File: config.mk
export PLATFORM = sky130hd
export DESIGN_NAME = operand_arbiter2
export DESIGN_NICKNAME = d
export VERILOG_FILES = /design/src/rtl/operand_arbiter2.sv
export SDC_FILE = /design/constraint.sdc
export NUM_CORES = 1
export LEC_CHECK = 0
export ABC_AREA = 1
export BUFFER_PORTS_ARGS = -buffer_cell sky130_fd_sc_hd__buf_4
export CORE_ASPECT_RATIO = 2
export CORE_MARGIN = 1.5
export CORE_UTILIZATION = 42
export DETAILED_ROUTE_END_ITERATION = 8
export PLACE_DENSITY = 0.73
export SLEW_MARGIN = 15
export SYNTH_ARGS = -nofsm -noshare
export SYNTH_HDL_FRONTEND = slang
export SYNTH_SLANG_ARGS = --single-unit
export TNS_END_PERCENT = 100
File: constraint.sdc
create_clock -name clk -period 4.62 [get_ports clk]
set_input_delay 0.462 -clock clk [delete_from_list [all_inputs] [get_ports clk]]
set_output_delay 0.462 -clock clk [all_outputs]
set_load 0.05 [all_outputs]
File: src/rtl/operand_arbiter2.sv
// Two-requester arbiter for the shared 16-bit operand mux, with a registered output slot and bounded bursts.
// Optional feature: define ARB_RR_EN for a round-robin tie-break (default build uses fixed priority, A wins).
module operand_arbiter2 #(
  parameter int WIDTH     = 16,
  parameter int MAX_BURST = 4,
  parameter int CNT_W     = 4
) (
  input  logic             clk,
  input  logic             rst_n,
  input  logic             a_valid,
  input  logic [WIDTH-1:0] a_data,
  output logic             a_ready,
  input  logic             b_valid,
  input  logic [WIDTH-1:0] b_data,
  output logic             b_ready,
  output logic             sel,
  output logic             o_valid,
  output logic [WIDTH-1:0] o_data,
  output logic             o_src,
  input  logic             o_ready
);

  typedef enum logic [1:0] {
    IDLE  = 2'd0,
    OWN_A = 2'd1,
    OWN_B = 2'd2
  } state_t;

  state_t           state_r;
  logic [CNT_W-1:0] cnt_r;
  logic             sel_last_r;
`ifdef ARB_RR_EN
  logic             last_src_r;
`endif

  logic             space_s;
  logic             grant_vld_s;
  logic             grant_s;
  logic             accept_s;
  logic [CNT_W-1:0] cnt_inc_s;
  logic             burst_end_s;

  // Grant selection: owner keeps the grant, IDLE arbitrates, no request keeps the last select.
  always_comb begin
    grant_vld_s = 1'b0;
    grant_s     = sel_last_r;
    case (state_r)
      IDLE: begin
        if (a_valid && b_valid) begin
          grant_vld_s = 1'b1;
`ifdef ARB_RR_EN
          grant_s     = ~last_src_r;
`else
          grant_s     = 1'b0;
`endif
        end else if (a_valid) begin
          grant_vld_s = 1'b1;
          grant_s     = 1'b0;
        end else if (b_valid) begin
          grant_vld_s = 1'b1;
          grant_s     = 1'b1;
        end else begin
          grant_vld_s = 1'b0;
          grant_s     = sel_last_r;
        end
      end
      OWN_A: begin
        grant_vld_s = 1'b1;
        grant_s     = 1'b0;
      end
      OWN_B: begin
        grant_vld_s = 1'b1;
        grant_s     = 1'b1;
      end
      default: begin
        grant_vld_s = 1'b0;
        grant_s     = sel_last_r;
      end
    endcase
  end

  assign space_s     = !o_valid || o_ready;
  assign accept_s    = space_s && grant_vld_s && (grant_s ? b_valid : a_valid);
  assign cnt_inc_s   = cnt_r + {{(CNT_W-1){1'b0}}, 1'b1};
  assign burst_end_s = (cnt_inc_s == CNT_W'(MAX_BURST));

  // Readies are forced low while reset is being applied so no beat is offered into a discarded slot.
  assign a_ready = rst_n && space_s && grant_vld_s && !grant_s;
  assign b_ready = rst_n && space_s && grant_vld_s &&  grant_s;
  assign sel     = grant_s;

  // Ownership FSM, burst counter and output slot.
  always_ff @(posedge clk) begin
    if (!rst_n) begin
      state_r    <= IDLE;
      cnt_r      <= {CNT_W{1'b0}};
      sel_last_r <= 1'b0;
      o_valid    <= 1'b0;
      o_data     <= {WIDTH{1'b0}};
      o_src      <= 1'b0;
`ifdef ARB_RR_EN
      last_src_r <= 1'b1;
`endif
    end else begin
      sel_last_r <= grant_s;

      if (accept_s) begin
        o_valid <= 1'b1;
        o_data  <= grant_s ? b_data : a_data;
        o_src   <= grant_s;
`ifdef ARB_RR_EN
        last_src_r <= grant_s;
`endif
      end else if (o_ready) begin
        o_valid <= 1'b0;
      end

      case (state_r)
        IDLE: begin
          if (accept_s) begin
            if (MAX_BURST == 1) begin
              state_r <= IDLE;
              cnt_r   <= {CNT_W{1'b0}};
            end else begin
              state_r <= grant_s ? OWN_B : OWN_A;
              cnt_r   <= {{(CNT_W-1){1'b0}}, 1'b1};
            end
          end
        end
        OWN_A, OWN_B: begin
          // Without slot space the owner simply waits; an absent owner valid releases the grant.
          if (space_s) begin
            if (accept_s && !burst_end_s) begin
              cnt_r <= cnt_inc_s;
            end else begin
              state_r <= IDLE;
              cnt_r   <= {CNT_W{1'b0}};
            end
          end
        end
        default: begin
          state_r <= IDLE;
          cnt_r   <= {CNT_W{1'b0}};
        end
      endcase
    end
  end

endmodule
; Word level (Yosys, flattened, before mapping)
; Cells that the tools add are included.
[word_totals]
ram_bits = 0
word_cells = 51
mem_bits_ro = 0
out_inout_bits = 21
mem_count = 0
regBits = 25
latch_bits = 0
in_bits = 37
[classes]
reduce_logical = 17
n_mux = 21
n_lt_le_gt_ge = 0
bitwise_logic = 0
n_eq_ne = 6
div_mod_pow = 0
multipliers = 0
n_addsub = 1
shift = 0
[ops]
columns = operator, n
row1 = 16-bit two-way mux, 1
row2 = 4-bit two-way mux, 3
row3 = 1-bit two-way mux, 9
row4 = 1-bit logical AND, 8
row5 = 2-bit two-way mux, 4
row6 = 4-bit case mux with 2 select lines, 1
row7 = "4-bit by 1-bit adder with 4-bit output, second input constant", 1
row8 = "4-bit by 3-bit == test with 1-bit output, second input constant", 1
row9 = "2-bit != test, second input constant", 2
row10 = 2-bit case mux with 2 select lines, 1
row11 = 1-bit zero test, 3
row12 = 1-bit case mux with 3 select lines, 1
row13 = 3-bit AND reduction, 1
row14 = "2-bit by 1-bit == test with 1-bit output, second input constant", 1
row15 = "2-bit == test, second input constant", 1
row16 = 2-bit zero test, 1
row17 = "2-bit by 1-bit != test with 1-bit output, second input constant", 1
row18 = 1-bit case mux with 2 select lines, 1
row19 = 2-bit AND reduction, 1
row20 = 2-bit nonzero test, 1
row21 = 2-bit OR reduction, 1
row22 = 1-bit logical OR, 1

; Longest topological paths before layout
; Gate-level depths: netlist of run 1.
[depth]
word_depth = 10
depth_mapped = 12
depth_no_buf = 12

; Worst setup path before layout of run 1
; Ideal clock, no wire load.
[synth_timing]
kind = register to output
startpoint = register state_r[0]
endpoint = output port a_ready
stages_incl_launch_ff = 9
arrival_time_ps = 1856
required_ps = 4158
n_path_buf = 1
setup_slack_ps = 2302
cell_sequence = dfxtp_1 -> inv_1 -> ha_1 -> nand2_1 -> nand2_1 -> nand2_2 -> inv_1 -> buf_2 -> nor2_1
[synth_between]
word_cells_on_any_way = 9
classes_between = eq/ne (2) / mux (2) / reduce/logical (5)
[synth_rtl]
columns = item, line_no
row1 = from (decl), 29  ; state_t state_r;
row2 = from (signal assigned), 125  ; state_r <= grant_s ? OWN_B : OWN_A;
row3 = 2-bit == test (tied with other cells), 47  ; case (state_r)
row4 = 1-bit case mux with 3 select lines (*), 47
row5 = via sel, 16  ; output logic sel,
row6 = 1-bit zero test (*), 88  ; assign a_ready = rst_n && space_s && grant_vld_s && !grant_s;
row7 = 1-bit logical AND (*), 88
row8 = to (decl), 12  ; output logic a_ready,
; The timed path passes the listed nets; every way through them passes the cells marked *.

; Worst setup path in the final report of run 1
[layout_timing]
startpoint = register state_r[0]
endpoint = output port a_ready
[layout_between]
elab_chain_len = 5
word_cells_on_any_way = 9
classes_between = eq/ne (2) / mux (2) / reduce/logical (5)
[layout_rtl]
columns = item, line_no
row1 = 2-bit by 1-bit == test with 1-bit output or 2-bit == test (tied branches), 47
row2 = 2-bit OR reduction (no line), n/a
row3 = 1-bit case mux with 2 select lines, 47
row4 = 1-bit logical AND, 88
row5 = 1-bit logical AND (*), 88
; Every way passes the cells marked *; elsewhere a longest branch is shown, timed or not.

==> impl_metrics.py, run 1 <==
metrics = {
    "outcome": {
        "status": "finished clean",
    },
    "setup_path": {
        "reg2reg_to": "cnt_r[0]$_SDFFE_PN0P_",
        "r2r_setup_slack_ns": 2.41,
        "cp-start-kind": "register",
        "cp_max_fo": 22,
        "arrival_ns": 2.31,
        "reg2reg_depth": 10,
        "end_kind": "output pin",
        "worstSetupPathType": "reg2out",
        "crit_required_ns": 4.16,
        "r2r_start": "state_r[0]$_SDFFE_PN0P_",
    },
    "global_routing": {
        "grt_use_met2": 0.377,
        "grt_pass1_wl_um": 5310,
        "grt.overflow.total": 0,
        "grt_max_degree": 36,
        "met1_usage": 0.192,
        "antenna_found_initial": 0,
        "grt_pass1_vias": 1342,
        "grtUsageTotal": 0.198,
        "top_usage_layer": "met2",
        "grt_util_met3": 0.0308,
    },
    "timing": {
        "min_period_ns": 2.77,
        "min_period_over_period": 0.599,
        "grt_setup_unrepaired": "false",
        "finalHoldViolations": 0,
        "fin_hold_ws_ns": 0.440,
        "tns_ns": 0,
        "fmax_mhz": 361,
        "drv_slew": 0,
        "worstMarginPinSlew_ns": 0.619,
        "skew_ns": 0.00824,
        "setup_violations": 0,
        "slew_headroom": 0.587,
    },
    "place": {
        "dp_hpwl_um": 2440,
        "port-buffer-count": 57,
        "place_inst": 263,
        "routabilityCongestion": 0.924,
    },
    "routing": {
        "drtAntennaViolNets": 0,
        "drt-total-wl_um": 3210,
        "via_count": 1388,
        "routedWlPerCell_um": 12.0,
        "viasPerCell": 5.20,
        "dr.pass1.iters": 4,
        "drt_iter0_markers": 44,
        "drc": 0,
    },
    "yosys": {
        "synth_fa_ha_area_frac": 0.0484,
        "synth_top_area_frac": 0.387,
        "yosysTopAreaCell": "dfxtp_1",
        "syn_inst": 185,
        "synth_nets": 227,
        "yosysWarnings": 0,
        "synth_top_family_by_area": "simple AND/OR/NAND/NOR gates",
        "netlist_area_um2": 1290,
        "synth.mux.area_fraction": 0,
        "ys_seq_elements": 25,
        "synth_xor_area_frac": 0,
        "synthTopCellsByArea": "dfxtp_1 (39%), nand2_1 (17%), a31oi_1 (7.7%)",
        "avgSynthCellArea_um2": 6.99,
        "synth.distinct_cells": 20,
        "synth_compound_area_frac": 0.185,
        "synth_simple_gate_area_frac": 0.288,
        "seq_area_frac_synth": 0.387,
    },
    "hold_path": {
        "holdPathEnd": "o_data[13]$_SDFFE_PN0N_",
        "min_path_cells": 3,
        "holdCritPathClass": "in2reg",
        "hold_start": "a_data[13]",
    },
    "floorplan": {
        "core_area_um2": 2940,
        "rows": 28,
        "die-area_um2": 3440,
        "ios": 58,
        "die_h_um": 81.5,
        "start_util": 0.439,
        "die_w_um": 42.2,
    },
    "layout": {
        "nFillCells": 290,
        "multi_input_area_um2": 673,
        "nets": 280,
        "areaGrowthSynthToFinish_pct": 35.6,
        "stdcell_count": 267,
        "final_common_cell": "nand2_1",
        "antenna_cells": 0,
        "final_cell_mix": "nand2_1 (58), buf_4 (57), dfxtp_1 (25), o21ai_1 (16), a31oi_1 (16)",
        "drive_gt1_frac": 0.295,
        "final-seq-area_um2": 500,
    },
    "clock_network": {
        "cts_tree": "done",
        "cts_buffers": 3,
        "cts_resized": 0,
        "htreeDepth": 1,
        "clk_latency_ns": 0.28,
        "post-cts-setup-buffers": 0,
        "cts.root.buffer_cell": "clkbuf_8",
        "clockBufferDepth": 2,
        "holdBufCountCts": 0,
        "clk_pin_slew_ns": 0.10,
        "numClockSinks": 25,
    },
    "pwr": {
        "leakage_nw": 0.858,
        "cellPowerDensity_nw_per_um2": 762,
        "ir_drop_mv": 0.450,
    },
    "flow_run": {
        "drv_cap": 0,
    },
}
[synth_stat cells]
| cell type | instances |
|---|---|
| nand4_1 | 4 |
| o21ai_0 | 2 |
| clkbuf_1 | 1 |
| buf_2 | 5 |
| inv_2 | 3 |
| dfxtp_1 | 25 |
| a21oi_1 | 8 |
| nand2_1 | 58 |
| o2111ai_1 | 1 |
| buf_1 | 1 |
| nor2_8 | 1 |
| nand2_2 | 4 |
| nor2_1 | 13 |
| ha_1 | 5 |
| nand3_2 | 1 |
| o21ai_1 | 16 |
| inv_1 | 14 |
| buf_6 | 2 |
| a31oi_1 | 16 |
| nand3_1 | 5 |
[worst max-delay path: stages, from the launching register on]
cell and delay (ns):
dfxtp_1 0.37, inv_1 0.07, ha_1 0.27, nand2_1 0.09
nand2_1 0.07, nand2_2 0.32, inv_1 0.41, nor2_1 0.20
buf_4 0.21
[metal layers]
metal / part of all wire / vias up
met5: 0 / -
met4: 0.034 / 0
li1: - / 718
met1: 0.37 / 613
met2: 0.55 / 46
met3: 0.044 / 11
[cells by family (layout without fill, tap and decap cells)]
family	after synthesis	in the layout
AND/OR/NAND/NOR	86	86
AO/OA/AOI/OAI	43	43
buffers and inverters	26	78
flip-flops	25	25
adder cells (fa/ha/maj)	5	5
[sequential cells by signal, indices dropped and copies added, names as in the netlist]
register	flops
o_data	16
o_valid	1
o_src	1
state_r	2
cnt_r	4
sel_last_r	1
[report_power, final]
part | leakage [nW] | total (mW) | internal [mW] | switching, mW
sequential | 0.206 | 0.351 | 0.301 | 0.0497
clock | 0.0261 | 0.141 | 0.0634 | 0.0778
combinational | 0.626 | 0.844 | 0.245 | 0.599
[worst max path at each step]
| stage | startpoint | end | slack (ns) | depth (start not counted) |
|---|---|---|---|---|
| after detailed placement | state_r[0]$_SDFFE_PN0P_ | a_ready | 2.13 | 8 |
| final | state_r[0]$_SDFFE_PN0P_ | a_ready | 1.85 | 8 |
| after floorplan | state_r[0]$_SDFFE_PN0P_ | a_ready | 2.30 | 8 |
| after global routing | state_r[0]$_SDFFE_PN0P_ | a_ready | 1.62 | 8 |
| after CTS | state_r[0]$_SDFFE_PN0P_ | a_ready | 1.80 | 8 |
| after global placement | state_r[0]$_SDFFE_PN0P_ | a_ready | 2.18 | 8 |
[area by class of cell]
| class | instances | share of cell area |
|---|---|---|
| clock buffers | 3 | 0.0236 |
| clock inverters | 1 | 0.00500 |
| inverters | 17 | 0.0364 |
| multi-input cells | 134 | 0.384 |
| flip-flops and latches | 25 | 0.286 |
| well taps | 30 | 0.0214 |
| repair buffers | 57 | 0.244 |
[per-stage QoR]
step / total power [mW] / worst slack, ns / util / cell area (um2)
floorplan: 1.00 / 2.30 / - / 1290
global placement: 1.20 / 2.18 / 0.579 / 1700
detailed placement: 1.21 / 2.13 / 0.579 / 1700
CTS: 1.35 / 1.80 / 0.596 / 1750
global route: 1.43 / 1.62 / 0.596 / 1750
finish: 1.34 / 1.85 / 0.596 / 1750
No activity file was read; power rests on OpenSTA's default activity.
==> run 2: changes to the inputs <==
PLACE_DENSITY = 0.75   (was 0.73)
clock period = 2.44 ns   (was 4.62 ns; I/O delays follow)
==> run 2 against run 1 <==
Combinational power grew 92%. Total power grew 89%. Non-clock buffer count grew 2. Clock power grew 74%. Critical endpoint unchanged. Utilization grew 0.38 points. Sequential cell count is the same. Largest cell class unchanged. Clock skew shrank 0.0015 ns.
==> impl_metrics.py, run 2 (same netlist as run 1, synthesis figures left out) <==
metrics = {
    "setup_path": {
        "path_buf_inv": 3,
        "end_kind": "output pin",
        "worstPathCellList": "inv_1 > ha_1 > nand2_1 > nand2_1 > nand2_2 > inv_1 > nor2_1 > buf_4",
        "crit_required_ns": 2.20,
        "cp_max_fo": 14,
        "worstSetupPathType": "reg2out",
        "arrival_ns": 1.89,
        "r2r_setup_slack_ns": 0.52,
        "cp_top_family": "buffers and inverters",
        "cpMaxStageDelayCell": "inv_1",
        "cp_slowest_stage_delay_ns": 0.36,
        "cp-start-kind": "register",
    },
    "clock_network": {
        "numClockSinks": 25,
        "cts_resized": 0,
        "holdBufCountCts": 0,
        "clk_latency_ns": 0.27,
        "clk_pin_slew_ns": 0.09,
        "htreeDepth": 1,
        "cts.root.buffer_cell": "clkbuf_8",
        "cts_tree": "done",
        "clockBufferDepth": 2,
        "post-cts-setup-buffers": 0,
        "cts_buffers": 3,
    },
    "routing": {
        "drtAntennaViolNets": 0,
        "via_count": 1368,
        "viasPerCell": 5.09,
        "drt-total-wl_um": 3210,
        "drc": 0,
        "drt_iter0_markers": 23,
        "routedWlPerCell_um": 11.9,
        "dr.pass1.iters": 4,
    },
    "timing": {
        "drv_slew": 0,
        "min_period_ns": 2.14,
        "fin_hold_ws_ns": 0.237,
        "fmax_mhz": 468,
        "finalHoldViolations": 0,
        "tns_ns": 0,
        "slew_headroom": 0.700,
        "skew_ns": 0.00675,
        "setup_violations": 0,
        "min_period_over_period": 0.876,
        "worstMarginPinSlew_ns": 0.450,
        "grt_setup_unrepaired": "false",
    },
    "floorplan": {
        "die_h_um": 81.5,
        "die-area_um2": 3440,
        "start_util": 0.439,
        "die_w_um": 42.2,
        "ios": 58,
        "rows": 28,
        "core_area_um2": 2940,
    },
    "hold_path": {
        "holdCritPathClass": "in2reg",
    },
    "pwr": {
        "cellPowerDensity_nw_per_um2": 1430,
        "leakage_nw": 0.867,
        "ir_drop_mv": 0.803,
        "power_mw": 2.53,
    },
    "global_routing": {
        "grt_pass1_wl_um": 5210,
        "grtUsageTotal": 0.196,
        "grt_pass1_vias": 1238,
        "antenna_found_initial": 0,
        "grt_max_degree": 36,
        "grt.overflow.total": 0,
    },
    "place": {
        "port-buffer-count": 57,
        "place_inst": 265,
        "dp_hpwl_um": 2460,
        "routabilityCongestion": 0.810,
    },
    "layout": {
        "reg_top3": "o_data: 16 flops, cnt_r: 4 flops, state_r: 2 flops",
        "stdcell_count": 269,
        "areaGrowthSynthToFinish_pct": 36.5,
        "nets": 282,
        "antenna_cells": 0,
        "regMostFlops": "o_data",
        "final_common_cell": "buf_4",
        "drive_gt1_frac": 0.301,
        "largest_reg_flops": 16,
        "final_cell_mix": "buf_4 (59), nand2_1 (58), dfxtp_1 (25), o21ai_1 (16), a31oi_1 (16)",
    },
    "outcome": {
        "status": "finished clean",
    },
    "flow_run": {
        "drv_cap": 0,
    },
}
## run 2: changes by cell type in the layout (fill, tap and decap cells not counted)
| cell | delta |
|---|---|
| inv_6 | -1 |
| clkinv_2 | +1 |
| buf_4 | +2 |
## run 2: metal layers
layer,GRT usage,part of all wire
met1,0.187,0.38
met2,0.397,0.58
met3,0.0264,0.026
met4,0.0844,0.014
met5,0,0
## run 2: worst paths after layout
kind	from	to	cells past startpoint
worst max register to register	state_r[1]$_SDFFE_PN0P_	state_r[1]$_SDFFE_PN0P_	12
worst min register to register	o_src$_SDFFE_PN0N_	o_src$_SDFFE_PN0N_	2
worst min-delay path	a_data[13]	o_data[13]$_SDFFE_PN0N_	3
worst max-delay path	state_r[0]$_SDFFE_PN0P_	a_ready	8
## run 2: power by group
part,internal [mW],switching (mW),total (mW)
clock network,0.114,0.130,0.245
logic,0.481,1.14,1.62
registers,0.571,0.0935,0.664
total,1.17,1.36,2.53
## run 2: area by class of cell
class	instances	area (um2)
Fill cell	300	1180
Tap cell	30	37.5
Clock buffer	3	41.3
Inverter	17	63.8
Timing Repair Buffer	59	443
Multi-Input combinational cell	134	673
Sequential cell	25	500
Clock inverter	1	5.00
## run 2: through the flow
stage | cell area (um2) | worst slack, ns | utilization
after floorplan | 1290 | 0.340 | -
after global placement | 1720 | 0.585 | 0.584
after detailed placement | 1720 | 0.539 | 0.584
after CTS | 1760 | 0.307 | 0.599
after global routing | 1760 | 0.127 | 0.599
final | 1760 | 0.303 | 0.599
## run 2: tightest hold or removal path, cell delays in order
cell and delay, ns:
buf_4 0.11, nand2_1 0.05, a31oi_1 0.07
==> run 3: changes to the inputs <==
PLACE_DENSITY = 0.73   (was 0.75)
clock period = 2.4 ns   (was 2.44 ns; I/O delays follow)
==> run 3 against run 2 <==
Utilization grew 0.085 points. Critical path depth grew 1. First-iteration DRC count grew 30%. Via count grew 0.80%. Wire length is essentially flat. Clock power grew 4%. Final cell count is the same. Largest cell class unchanged. Clock-buffer cell count is the same.
==> impl_metrics.py, run 3 (same netlist as run 1, synthesis figures left out) <==
metrics = {
    "outcome": {
        "status": "finished clean",
    },
    "routing": {
        "drc": 0,
        "drtAntennaViolNets": 0,
        "dr.pass1.iters": 4,
        "viasPerCell": 5.13,
        "drt_iter0_markers": 30,
        "via_count": 1379,
        "drt-total-wl_um": 3210,
        "routedWlPerCell_um": 11.9,
    },
    "hold_path": {
        "holdCritPathClass": "in2reg",
        "holdPathEnd": "o_data[9]$_SDFFE_PN0N_",
        "min_path_cells": 3,
        "hold_start": "b_data[9]",
    },
    "global_routing": {
        "grt_util_met3": 0.0176,
        "grt_pass1_wl_um": 5380,
        "grt.overflow.total": 0,
        "grt_pass1_vias": 1295,
        "grtUsageTotal": 0.200,
        "grt_max_degree": 36,
        "grt_use_met2": 0.374,
        "met1_usage": 0.212,
        "top_usage_layer": "met2",
        "antenna_found_initial": 0,
    },
    "pwr": {
        "intPower_mw": 1.19,
        "leakage_nw": 0.863,
        "pwr-share-seq": 0.262,
        "p_clk_frac": 0.099,
        "cellPowerDensity_nw_per_um2": 1460,
        "ir_drop_mv": 0.789,
        "pwr-share-comb": 0.639,
        "sw_frac_of_total": 0.539,
        "power.switching_mw": 1.39,
    },
    "place": {
        "port-buffer-count": 57,
        "dp_hpwl_um": 2410,
        "placed_area_um2": 1720,
        "routabilityCongestion": 0.845,
    },
    "clock_network": {
        "clk_latency_ns": 0.27,
        "cts_tree": "done",
        "cts.root.buffer_cell": "clkbuf_8",
        "numClockSinks": 25,
        "clockBufferDepth": 2,
        "post-cts-setup-buffers": 0,
        "htreeDepth": 1,
        "clk_pin_slew_ns": 0.09,
        "cts_resized": 0,
        "holdBufCountCts": 0,
        "cts_buffers": 3,
    },
    "floorplan": {
        "ios": 58,
        "start_util": 0.439,
        "die-area_um2": 3440,
        "die_h_um": 81.5,
        "rows": 28,
        "core_area_um2": 2940,
        "die_w_um": 42.2,
    },
    "timing": {
        "skew_ns": 0.00607,
        "grt_setup_unrepaired": "false",
        "setup_violations": 0,
        "slew_headroom": 0.719,
        "min_period_over_period": 0.872,
        "worstMarginPinSlew_ns": 0.422,
        "fmax_mhz": 478,
        "finalHoldViolations": 0,
        "drv_slew": 0,
        "tns_ns": 0,
        "min_period_ns": 2.09,
    },
    "layout": {
        "reg_top3": "o_data: 16 flops, cnt_r: 4 flops, state_r: 2 flops",
        "design_area_um2": 1770,
        "final_cell_mix": "buf_4 (59), nand2_1 (58), dfxtp_1 (25), o21ai_1 (16), a31oi_1 (16)",
        "final_common_cell": "buf_4",
        "drive_gt1_frac": 0.301,
        "nets": 282,
        "largest_reg_flops": 16,
        "regMostFlops": "o_data",
        "areaGrowthSynthToFinish_pct": 36.7,
        "antenna_cells": 0,
    },
    "setup_path": {
        "reg2reg_to": "state_r[1]$_SDFFE_PN0P_",
        "reg2reg_depth": 12,
        "end_kind": "output pin",
        "cp-start-kind": "register",
        "crit_required_ns": 2.16,
        "r2r_setup_slack_ns": 0.43,
        "cp_max_fo": 4,
        "r2r_start": "state_r[1]$_SDFFE_PN0P_",
        "arrival_ns": 1.85,
        "worstSetupPathType": "reg2out",
    },
    "flow_run": {
        "drv_cap": 0,
    },
}
[run 3: layout make-up]
type | instances | area, um2
repair buffers | 59 | 443
well taps | 30 | 37.5
clock inverters | 1 | 7.51
inverters | 17 | 63.8
multi-input cells | 134 | 673
flip-flops and latches | 25 | 500
fillers | 295 | 1180
clock buffers | 3 | 41.3
[run 3: layer usage]
metal / vias up / share of wire
li1: 722 / -
met5: - / 0
met1: 602 / 0.38
met4: 0 / 0.034
met3: 8 / 0.047
met2: 47 / 0.54
[run 3: power groups by stage]
stage | Sequential, mW | Combinational [mW] | Clock, mW
floorplan | 1.15 | 0.774 | 0
CTS | 0.678 | 1.65 | 0.262
detailed placement | 0.684 | 1.65 | 0
global placement | 0.681 | 1.65 | 0
global route | 0.702 | 1.80 | 0.271
finish | 0.676 | 1.65 | 0.254
[run 3: worst max-delay path by stage]
stage,start,endpoint,slack [ns],cells past startpoint
3_5_place_dp,state_r[0]$_SDFFE_PN0P_,cnt_r[0]$_SDFFE_PN0P_,0.48,10
3_3_place_gp,state_r[0]$_SDFFE_PN0P_,cnt_r[0]$_SDFFE_PN0P_,0.54,10
6_report,state_r[1]$_SDFFE_PN0P_,b_ready,0.31,9
2_1_floorplan,state_r[0]$_SDFFE_PN0P_,a_ready,0.30,8
4_1_cts,state_r[1]$_SDFFE_PN0P_,b_ready,0.30,9
5_1_grt,state_r[1]$_SDFFE_PN0P_,a_ready,0.14,9
[run 3: metrics by stage]
| stage | hold slack (ns) | setup WS [ns] | std cells | utilization | power [mW] |
|---|---|---|---|---|---|
| 2_1_floorplan | 0.400 | 0.304 | 185 | - | 1.93 |
| 3_3_place_gp | 0.470 | 0.537 | 265 | 0.584 | 2.33 |
| 3_5_place_dp | 0.474 | 0.478 | 265 | 0.584 | 2.33 |
| 4_1_cts | 0.229 | 0.301 | 269 | 0.600 | 2.59 |
| 5_1_grt | 0.244 | 0.145 | 269 | 0.600 | 2.77 |
| 6_report | 0.235 | 0.307 | 269 | 0.600 | 2.58 |
[run 3: critical path: stages, from the launching register on]
cell and delay, ns:
dfxtp_1 0.40, inv_1 0.06, ha_1 0.35, inv_1 0.10, nand2_1 0.09, nand2_2 0.10
inv_2 0.10, nand2_1 0.08, nor2_1 0.10, buf_4 0.20
